===== src/rtl/unified_mem_arbiter.sv =====
// Shared single-port memory arbiter between the instruction-fetch and data ports.
// Data wins by default; a starvation counter lets a waiting fetch through.
module unified_mem_arbiter #(
  parameter int MEM_LAT    = 2,
  parameter int STARVE_MAX = 3
) (
  input  logic        clk,
  input  logic        reset,
  input  logic        i_req,
  input  logic [31:0] i_addr,
  output logic        i_gnt,
  output logic        i_rvalid,
  output logic [31:0] i_rdata,
  input  logic        d_req,
  input  logic [31:0] d_addr,
  input  logic [31:0] d_wdata,
  input  logic [3:0]  d_byteen,
  output logic        d_gnt,
  output logic        d_rvalid,
  output logic [31:0] d_rdata,
  output logic        mem_en,
  output logic [31:0] mem_addr,
  output logic [31:0] mem_wdata,
  output logic [3:0]  mem_byteen,
  input  logic [31:0] mem_rdata,
  output logic        dbg_state
);

  // Handshake: a requester holds req and payload until gnt is seen in the same
  // cycle; gnt is only ever raised at an arbitration point (IDLE or response cycle).
  typedef enum logic {IDLE = 1'b0, BUSY = 1'b1} state_t;

  localparam logic [2:0] LAT  = 3'(MEM_LAT);
  localparam logic [3:0] SMAX = 4'(STARVE_MAX);

  state_t     state;
  logic       owner_d;
  logic       wr;
  logic [2:0] cnt;
  logic [3:0] starve;

  logic resp;
  logic arb;
  logic gnt_i;
  logic gnt_d;
  logic addr_lsb_unused;

  assign addr_lsb_unused = ^{i_addr[1:0], d_addr[1:0]};

  // Every combinational output is qualified by reset so nothing leaks while it is low.
  always_comb begin
    resp  = reset && (state == BUSY) && (cnt == LAT);
    arb   = reset && ((state == IDLE) || resp);
    gnt_i = 1'b0;
    gnt_d = 1'b0;
    if (arb) begin
      if (i_req && d_req && (starve >= SMAX)) gnt_i = 1'b1;
      else if (d_req)                         gnt_d = 1'b1;
      else if (i_req)                         gnt_i = 1'b1;
    end
  end

  always_comb begin
    i_gnt      = gnt_i;
    d_gnt      = gnt_d;
    mem_en     = gnt_i || gnt_d;
    mem_addr   = 32'd0;
    mem_wdata  = 32'd0;
    mem_byteen = 4'd0;
    if (gnt_d) begin
      mem_addr   = {d_addr[31:2], 2'b00};
      mem_wdata  = d_wdata;
      mem_byteen = d_byteen;
    end else if (gnt_i) begin
      mem_addr   = {i_addr[31:2], 2'b00};
    end
    i_rvalid  = resp && !owner_d;
    d_rvalid  = resp && owner_d;
    i_rdata   = i_rvalid ? mem_rdata : 32'd0;
    d_rdata   = (d_rvalid && !wr) ? mem_rdata : 32'd0;
    dbg_state = (state == BUSY);
  end

  always_ff @(posedge clk or negedge reset) begin
    if (!reset) begin
      state   <= IDLE;
      owner_d <= 1'b0;
      wr      <= 1'b0;
      cnt     <= 3'd0;
      starve  <= 4'd0;
    end else begin
      if (gnt_i || gnt_d) begin
        state   <= BUSY;
        cnt     <= 3'd1;
        owner_d <= gnt_d;
        wr      <= gnt_d && (d_byteen != 4'd0);
      end else if (resp) begin
        state <= IDLE;
        cnt   <= 3'd0;
      end else if (state == BUSY) begin
        cnt <= cnt + 3'd1;
      end
      // Starvation only counts data wins that a live fetch request lost to.
      if (arb) begin
        if (gnt_i || !i_req)                starve <= 4'd0;
        else if (gnt_d && starve != 4'hF)   starve <= starve + 4'd1;
      end
    end
  end

endmodule


===== config.mk =====
export PLATFORM = sky130hd
export DESIGN_NAME = unified_mem_arbiter
export DESIGN_NICKNAME = d
export VERILOG_FILES = /design/src/rtl/unified_mem_arbiter.sv
export SDC_FILE = /design/constraint.sdc
export NUM_CORES = 1
export LEC_CHECK = 0
export CORE_AREA = 2 2 107 109
export CTS_CLUSTER_DIAMETER = 60
export DETAILED_ROUTE_END_ITERATION = 8
export DIE_AREA = 0 0 109 111
export PLACE_DENSITY_LB_ADDON = 0.15
export SYNTH_ARGS = -nofsm -noshare
export SYNTH_HDL_FRONTEND = slang
export SYNTH_SLANG_ARGS = --single-unit

===== constraint.sdc =====
create_clock -name clk -period 2.97 [get_ports clk]
set_clock_uncertainty 0.15 [all_clocks]
set_input_delay 0.594 -clock clk [delete_from_list [all_inputs] [get_ports clk]]
set_output_delay 0.594 -clock clk [all_outputs]
set_load 0.005 [all_outputs]

Word-level counts from Yosys, hierarchy flattened
Index checks and enable logic that the tools add are counted.

word-level totals
  output and inout port bits = 138
  flip-flop bits (word level) = 10
  input port bits = 136
  logic and storage cells = 52

operators by class
  add/sub/neg operators = 2
  equal/unequal tests = 2
  reduce and logical (&&, ||, !) cells = 21
  $lt $le $gt $ge = 1
  multiplexer cells = 20
  bitwise gates (word level) = 1

operator list
  kind                                                                                  number
  32-bit two-way mux                                                                    5
  4-bit two-way mux                                                                     3
  1-bit logical AND                                                                     10
  1-bit two-way mux                                                                     9
  3-bit two-way mux                                                                     3
  4-bit by 1-bit adder with 4-bit output (second input constant)                        1
  4-bit by 2-bit greater-or-equal comparator with 1-bit output (second input constant)  1
  4-bit inequality test (second input constant)                                         1
  2-bit nonzero test                                                                    2
  4-bit nonzero test                                                                    1
  3-bit by 1-bit adder with 3-bit output (second input constant)                        1
  3-bit by 2-bit == test with 1-bit output (second input constant)                      1
  1-bit logical NOT                                                                     3
  1-bit logical OR                                                                      3
  3-bit nonzero test                                                                    1
  2-bit AND reduction                                                                   1
  1-bit NOT                                                                             1

Depth between registers and ports, before layout
Gate-level depths: netlist (run 1).

  depth after elaboration = 8
  mapped depth = 8
  depth with buffers taken out = 6

Worst setup path before layout (run 1)
OpenSTA, ideal clock, no wires.

  path type = in2out
  start point = in d_req
  end point = out mem_byteen[0]
  path slack = 465 ps
  data required time = 2226 ps
  arrival time = 1761 ps
  path buffers = 2
  stages on the path = 6
  cells stage by stage = inv_2 o41a_1 nor3_1 buf_2 buf_2 and2_1

between the ends
  word-level cells in the longest chain between the ends = 5
  elaborated cells between the ends (all ways) = 6
  those cells by class = mux: 4; reduce/logical: 2

ends and longest elaborated chain
  item                            RTL line  RTL
  from (decl)                     14        input logic d_req,
  1-bit logical AND (2 in a row)  57        if (i_req && d_req && (starve >= SMAX)) gnt_i = 1'b1;
  1-bit two-way mux (*)           57
  1-bit two-way mux (*)           56        if (arb) begin
  4-bit two-way mux (*)           70        if (gnt_d) begin
  to (decl)                       24        output logic [3:0] mem_byteen,

Mark *: on every way between the ends. The rest lies on a longest branch, timed or not.

Worst setup path after layout (run 1)
  start point = reg cnt[0]
  end point = out i_rdata[22]

between the ends
  word-level cells in the longest chain between the ends = 4

ends and longest elaborated chain
  item                                      RTL line  RTL
  from (decl)                               39        logic [2:0] cnt;
  from (signal assigned)                    101       cnt <= cnt + 3'd1;
  3-bit by 2-bit == test with 1-bit output  52        resp = reset && (state == BUSY) && (cnt == LAT);
  1-bit logical AND                         52
  1-bit logical AND                         77        i_rvalid = resp && !owner_d;
  32-bit two-way mux                        79        i_rdata = i_rvalid ? mem_rdata : 32'd0;
  to (decl)                                 13        output logic [31:0] i_rdata,

No other way between the ends.

==> results of run 1 <==
==> worst max-delay path, stage by stage (launching register included) <==
cell and delay, ns:
dfrtp_1 0.38, inv_2 0.09, ha_4 0.14, nand3b_1 0.20
nor3_4 0.18, buf_6 0.15, clkbuf_16 0.15, and2_1 0.12
clkdlybuf4s50_1 0.50
==> cell usage in the layout, fill, tap and decap left out, types with 2 or more instances in the layout <==
cell type,netlist,routed
buf_2,4,12
buf_6,0,10
clkdlybuf4s15_2,0,2
o21ai_1,3,2
conb_1,1,2
clkbuf_16,0,4
dfrtp_1,10,10
buf_4,2,24
clkdlybuf4s50_1,0,142
nor3_4,0,3
nand2_1,36,36
and2_1,102,102
inv_2,3,4
buf_8,0,2
nand3_1,32,32
dlymetal6s2s_1,0,55
nor2_1,4,4
buf_12,0,4
buf_16,0,2
ha_4,0,2
clkbuf_2,0,2
dlygate4sd2_1,0,51
nand3b_1,2,2
clkdlybuf4s15_1,0,3
a21oi_1,31,30
==> logic make-up (layout without fill, tap and decap cells) <==
| group | Yosys count | after routing |
|---|---|---|
| adders and majority gates | 3 | 3 |
| and+or+nand+nor | 182 | 182 |
| other | 1 | 2 |
| AOI/OAI and AO/OA | 42 | 42 |
| buffers and inverters | 30 | 317 |
| DFF | 10 | 10 |
==> state kept, by name, summed over array words and instances (netlist names) <==
signal	cells
starve	4
cnt	3
dbg_state	1
owner_d	1
wr	1
==> area by class of cell <==
| type | instances | area (um2) |
|---|---|---|
| fill | 1113 | 6030 |
| inverter | 4 | 15.0 |
| timing repair buffer | 310 | 3160 |
| tap | 143 | 179 |
| sequential | 10 | 250 |
| multi-input combinational | 229 | 1370 |
| clock buffer | 3 | 75.1 |
==> metal layers <==
| layer | vias to the layer above | share of wire, % |
|---|---|---|
| met5 | - | 0 |
| li1 | 1458 | - |
| met3 | 10 | 9.9 |
| met1 | 1318 | 36 |
| met2 | 147 | 53 |
| met4 | 0 | 1.1 |
==> cell usage after synthesis, types with 3 or more instances <==
master,number,area (um2)
and2_1,102,638
buf_2,4,20.0
nand3_1,32,160
o21ai_1,3,15.0
nor2_1,4,15.0
a21oi_1,31,155
dfrtp_1,10,250
clkbuf_1,19,71.3
inv_2,3,11.3
ha_1,3,37.5
nor3_1,3,15.0
nand2_1,36,135
==> power breakdown <==
part	internal (mW)	switching, mW	leakage, nW
combinational	0.598	0.407	3.07
sequential	0.186	0.0587	0.125
clock	0.174	0.0588	0.0370
==> metrics by stage <==
| step | worst slack (ns) | util (%) |
|---|---|---|
| after CTS | -0.0163 | 43.3 |
| final | 0.0727 | 45.6 |
| after global routing | -0.0150 | 45.6 |
| after global placement | -0.477 | 41.7 |
| after floorplan | 0.465 | - |
| after detailed placement | -0.504 | 41.7 |
==> worst max-delay path by stage <==
stage,slack (ns),endpoint,from,cells past startpoint
5_1_grt,-0.02,i_rdata[27],cnt[0],8
2_1_floorplan,0.46,mem_byteen[0],d_req,6
6_report,0.07,i_rdata[22],cnt[0],8
3_3_place_gp,-0.48,mem_wdata[9],d_req,7
4_1_cts,-0.02,mem_wdata[29],starve[1],8
3_5_place_dp,-0.50,mem_wdata[9],d_req,7
==> what timing repair did <==
| action | CTS | global route |
|---|---|---|
| cloned | 5 | 3 |
| setup endpoints to repair | 134 | 96 |
| pin swaps | 9 | 3 |
| gates resized for setup | 129 | 74 |
| hold buffers | 0 | 0 |
| buffers inserted | 10 | 5 |
==> flow_summary.toml, run 1 <==
[grt]
grt_max_degree = 34
antenna_found_initial = 0
grt_util_met2_pct = 28.3
met1_usage_pct = 15.9
grt_pass1_vias = 2867
grt_first_pass_wirelength_mm = 14.4
top_usage_layer = "met2"
use_met3_pct = 4.41
grt_usage_pct = 14.8
grt_overflow = 0

[synthesis]
synth_fa_ha_area_share_pct = 2.26
synth_xor_xnor_area_share_pct = 0
synthSimpleGateAreaFrac_pct = 60.2
ys_warn_count = 0
synth_area_per_cell_um2 = 6.21
synth_compound_area_share_pct = 14.8
async_reset_ff_share_pct = 100
synth.distinct_cells = 28
ys.flop_type = "dfrtp_1"
synth_top_family_by_area = "simple AND/OR/NAND/NOR gates"
seq_area_frac_synth_pct = 15.0
ys_ff_latch = 10
synthMuxAreaShare_pct = 0
syn-cell-area_um2 = 1660
synth_cells = 268
synth_edf_count = 0

[pwr]
ir_worst_vdd_mv = 0.237
leakagePower_nw = 3.23
p_total_mw = 1.48
power.density_nw_per_um2 = 294

[clock_tree]
ctsRootBufferMaster = "clkbuf_16"
numCtsBuffers = 3
clockBufferDepth = 2
cts_num_sinks = 10
cts_htree_levels = 1
clkTransAtPathRegs_ns = 0.04
clkLatencyLatePin_ns = 0.24
tritoncts = "done"

[final_layout]
antenna_cells = 0
nets = 697
instances_no_fill = 699
finish.instance_area_um2 = 5050
area_delta_synth_final_pct = 204
drive_above_1_share_pct = 13.3

[timing]
fin_crit_ns = 2.90
finalCritPeriodShare_pct = 97.6
finalMaxSlewViolations = 0
setup_viol = 0
tns_ns = 0
fmax_mhz = 345
hold_slack_ns = 0.143
hold_violations = 0

[critical_path]
start_kind = "register"
reg2reg_slack_ns = 0.99
setup.worst_path.end_class = "output port"
r2r-end = "starve[0]"
critical_path_class = "reg2out"
reg2reg_depth = 7
crit_fanout = 8
arrival_ns = 2.15
cp.required_ns = 2.23
r2r-start = "starve[1]"

[placement]
dp_hpwl_mm = 7.28
placed_cell_area_um2 = 4610
portBuffers = 267
dpl.cell_count = 673
gp_congestion = 0.819

[route]
vias = 2933
post-route-drc-count = 0
wl_per_cell_um = 14.1
wl_mm = 9.89
ant_nets = 0
avgViaCountPerCell = 4.20
drt_iter0_drc = 129
first_pass_iters = 4

[floorplanning]
core_um2 = 11100
die_w_um = 109
rows = 39
die_h_um = 111
initial_core_util_pct = 15.0
pin_count = 274
dieArea_um2 = 12100

[hold_path]
worstHoldPathType = "in2async"

[run]
maxCapViolCount = 0

[outcome]
outcome = "finished, final reports clean"
(Power assumes the default switching activity.)
==> run 2: changes to the inputs <==
PLACE_DENSITY = 0.67   (was default)
PLACE_DENSITY_LB_ADDON = default   (was 0.15)
SETUP_SLACK_MARGIN = 0.1   (was default)
==> flow_summary.toml, run 2 (synthesis results as in run 1) <==
[final_layout]
layout_common_cells = "clkdlybuf4s50_1, and2_1, buf_6, dlymetal6s2s_1, nand2_1"
fin_util_pct = 49.0
top_regs = "starve x4, cnt x3"
drive_above_1_share_pct = 31.7
layout_commonest_cell = "clkdlybuf4s50_1"
seq_area_um2 = 250
instances_no_fill = 717
area_delta_synth_final_pct = 226
multiInputGateArea_um2 = 1460
largest_register_ff_count = 4
nets = 714
fill_cells = 1052
finish.instance_area_um2 = 5430
antenna_cells = 0
top_register = "starve"

[clock_tree]
cts_num_sinks = 10
postCtsHoldBufs = 0
tritoncts = "done"
cts_htree_levels = 1
ctsRootBufferMaster = "clkbuf_16"
clockBufferDepth = 2
numCtsBuffers = 3
clkLatencyLatePin_ns = 0.23
clkTransAtPathRegs_ns = 0.04

[critical_path]
critPathTopFamily = "buffers and inverters"
critical_path_class = "reg2out"
path_depth = 7
start_kind = "register"
cp.required_ns = 2.23
critPathBufInv = 3
reg2reg_depth = 8
setup.worst_path.end_class = "output port"
crit_chain = "inv_2 > ha_4 > nand3b_1 > nor3_2 > buf_12 > and2_1 > clkdlybuf4s50_1"
critical_path.max_stage_delay_ns = 0.49
crit_fanout = 33
crit_slowest_cell = "clkdlybuf4s50_1"
arrival_ns = 2.11

[pwr]
power.density_nw_per_um2 = 322
leakagePower_nw = 3.15
ir_worst_vdd_mv = 0.258

[floorplanning]
die_h_um = 111
pin_count = 274
dieArea_um2 = 12100
die_w_um = 109
core_um2 = 11100
initial_core_util_pct = 15.0
rows = 39

[timing]
fmax_mhz = 350
finalMaxSlewViolations = 0
setup_ws_ns = 0.111
rsz0062_at_grt = "true"
fin_crit_ns = 2.86
setup_viol = 0
hold_violations = 0
finalCritPeriodShare_pct = 96.3
tns_ns = 0

[route]
first_pass_iters = 4
avgViaCountPerCell = 4.25
wl_per_cell_um = 15.4
vias = 3050
drt_iter0_drc = 148
post-route-drc-count = 0
wl_mm = 11.1
ant_nets = 0

[grt]
antenna_found_initial = 0
grt_usage_pct = 16.9
grt_overflow = 0
grt_max_degree = 37
grt_pass1_vias = 3103
grt_first_pass_wirelength_mm = 16.1

[outcome]
outcome = "finished, final reports clean"

[placement]
portBuffers = 267
pre_cts_slack_ns = -0.534
dp_hpwl_mm = 7.39
gp_congestion = 0.828
dpl.cell_count = 670
placed_cell_area_um2 = 4630

[run]
maxCapViolCount = 0

[hold_path]
worstHoldPathType = "in2async"
==> run 2: cell types whose count changed in the layout (fill, tap and decap cells not counted), sizes merged <==
cell,previous run,this run
buf,54,116
bufbuf,0,2
clkbuf,6,14
clkdlybuf4s15,5,9
clkdlybuf4s50,142,133
dlygate4sd2,51,17
dlymetal6s2s,55,40
==> run 2: worst reg2reg max path, cell delays in order (launching register included) <==
cell     delay [ns]
dfrtp_1        0.39
ha_2           0.19
o41a_1         0.34
buf_4          0.16
buf_4          0.13
buf_12         0.12
buf_16         0.14
nor4b_1        0.32
a21o_1         0.13
==> run 2: stage by stage <==
step | hold WS, ns | power, mW
after detailed placement | 0.334 | 1.20
after CTS | 0.230 | 1.69
after floorplan | 0.148 | 0.579
after global placement | 0.320 | 1.17
after global routing | 0.227 | 1.86
final | 0.224 | 1.75
==> run 2: where the power goes <==
part / internal, mW / switching (mW) / total, mW
registers: 0.186 / 0.0558 / 0.242
logic: 0.757 / 0.480 / 1.24
clock network: 0.203 / 0.0655 / 0.268
total: 1.15 / 0.601 / 1.75
==> run 2: cell type report <==
cell class	count	area share, %
Inverter	4	0.277
Sequential cell	10	4.61
Clock buffer	4	1.64
Tap cell	143	3.30
Multi-Input combinational cell	229	26.8
Timing Repair Buffer	327	63.4
==> run 2: routing by layer <==
| metal | GRT usage [%] | share of wire (%) | vias up |
|---|---|---|---|
| li1 | - | - | 1492 |
| met1 | 18.1 | 37 | 1405 |
| met2 | 32.1 | 53 | 143 |
| met3 | 4.59 | 8.7 | 10 |
| met4 | 3.42 | 1.2 | 0 |
| met5 | 0 | 0 | - |
==> run 2: final timing paths <==
check / start / endpoint / slack [ns]
worst min register to register: starve[1] / starve[1] / 0.37
worst max register to register: starve[0] / starve[0] / 0.85
min in group clk: starve[1] / starve[1] / 0.37
worst max-delay path: cnt[0] / i_rdata[29] / 0.11
worst min-delay path: reset / starve[2] / 0.22
max in group asynchronous: reset / wr / 2.20
==> run 2: what timing repair did <==
action / CTS / global route
gates cloned: 11 / 1
setup endpoints to repair: 135 / 109
setup buffers: 26 / 7
resized for setup: 329 / 110
pin swaps: 31 / 20
==> run 3: changes to the inputs <==
ABC_CLOCK_PERIOD_IN_PS = 2970   (was default)
SETUP_SLACK_MARGIN = 0.3   (was 0.1)
==> flow_summary.toml, run 3 (synthesis results as in run 1) <==
[hold_path]
worstHoldPathType = "in2async"

[critical_path]
setup.worst_path.end_class = "output port"
crit_fanout = 4
cp.required_ns = 2.23
start_kind = "register"
arrival_ns = 2.14
critical_path_class = "reg2out"

[timing]
tns_ns = 0
fin_crit_ns = 2.89
finalMaxSlewViolations = 0
hold_violations = 0
slew_headroom_pct = 63.5
setup_viol = 0
worstMarginPinSlew_ns = 0.548
rsz0062_at_grt = "true"
fmax_mhz = 346
finalCritPeriodShare_pct = 97.2

[pwr]
leakagePower_nw = 2.90
power.density_nw_per_um2 = 322
swShare_pct = 35.5
seqPwrFrac_pct = 12.2
combPwrFrac_pct = 74.6
internal-power_mw = 1.30
power.switching_mw = 0.713
ir_worst_vdd_mv = 0.270
clkPwrFrac_pct = 13.2

[clock_tree]
ctsRootBufferMaster = "clkbuf_16"
cts_num_sinks = 10
cts_htree_levels = 1
clkLatencyLatePin_ns = 0.23
clockBufferDepth = 2
postCtsHoldBufs = 0
clkTransAtPathRegs_ns = 0.04
tritoncts = "done"
numCtsBuffers = 3

[final_layout]
top_regs = "starve x4, cnt x3"
top_register = "starve"
area_delta_synth_final_pct = 275
antenna_cells = 0
finish.instance_area_um2 = 6240
drive_above_1_share_pct = 62.4
nets = 743
layout_commonest_cell = "clkdlybuf4s50_1"
largest_register_ff_count = 4
layout_common_cells = "clkdlybuf4s50_1, buf_6, and2_4, buf_2, buf_4"

[floorplanning]
rows = 39
core_um2 = 11100
dieArea_um2 = 12100
die_w_um = 109
initial_core_util_pct = 15.0
pin_count = 274
die_h_um = 111

[route]
first_pass_iters = 4
wl_per_cell_um = 17.0
vias = 3268
ant_nets = 0
avgViaCountPerCell = 4.38
drt_iter0_drc = 133
wl_mm = 12.7
post-route-drc-count = 0

[grt]
antenna_found_initial = 0
grt_max_degree = 37
grt_overflow = 0
grt_first_pass_wirelength_mm = 17.4
grt_pass1_vias = 3255
grt_usage_pct = 18.4

[run]
maxCapViolCount = 0

[placement]
placed_cell_area_um2 = 4630
portBuffers = 267
gp_congestion = 0.828
dp_hpwl_mm = 7.39

[outcome]
outcome = "finished, final reports clean"
[run 3: cell count changes in the layout (fill, tap and decap cells not counted), sizes merged]
cell	before	now
clkdlybuf4s15	9	3
clkdlybuf4s50	133	129
buf	116	210
dlygate4sd2	17	3
bufbuf	2	0
dlymetal6s2s	40	1
[run 3: metal layers]
layer,track usage [%],share of wire [%]
met2,35.9,56
met1,19.0,35
met5,0,0
met4,4.10,0.94
met3,5.06,7.7
[run 3: area by class of cell]
type | count | area [um2]
clock buffer | 4 | 88.8
multi-input combinational | 229 | 1900
timing repair buffer | 356 | 3800
inverter | 4 | 15.0
tap | 143 | 179
sequential | 10 | 250
fill | 955 | 4840
[run 3: power by group through the flow]
| stage | clock, mW | sequential (mW) | combinational [mW] |
|---|---|---|---|
| 4_1_cts | 0.270 | 0.242 | 1.26 |
| 6_report | 0.266 | 0.245 | 1.50 |
| 2_1_floorplan | 0 | 0.213 | 0.366 |
| 3_5_place_dp | 0 | 0.237 | 0.958 |
| 3_3_place_gp | 0 | 0.231 | 0.936 |
| 5_1_grt | 0.282 | 0.252 | 1.60 |
[run 3: worst paths after layout]
kind	slack [ns]	from	endpoint	cells after the start
worst max-delay path	0.08	starve[0]	mem_byteen[0]	10
worst min-delay path	0.24	reset	starve[2]	2
worst max register to register	0.60	starve[0]	starve[0]	10
worst min register to register	0.37	starve[1]	starve[1]	2
max in group asynchronous	2.19	reset	owner_d	3
min in group clk	0.37	starve[1]	starve[1]	2
[run 3: what timing repair did]
| action | in CTS | in global routing |
|---|---|---|
| gates resized for setup | 595 | 222 |
| endpoints found under the setup margin | 135 | 131 |
| pin swaps | 47 | 76 |
| gates cloned | 17 | 2 |
| buffers inserted | 37 | 16 |
[run 3: critical path, stage by stage (launching register included)]
cell and delay (ns):
dfrtp_1 0.39, ha_2 0.19, o41a_1 0.34, buf_6 0.14
nor3_4 0.16, buf_4 0.13, buf_6 0.10, buf_12 0.11
clkbuf_16 0.12, and2_1 0.11, buf_2 0.12
[run 3: metrics by stage]
stage	setup WS, ns	hold slack, ns	util, %	power [mW]	instances
floorplan	0.465	0.148	-	0.579	269
global placement	-0.527	0.320	41.8	1.17	670
detailed placement	-0.534	0.334	41.8	1.20	670
CTS	-0.0256	0.230	48.8	1.78	728
global route	0.00576	0.229	56.3	2.13	746
finish	0.0834	0.237	56.3	2.01	746
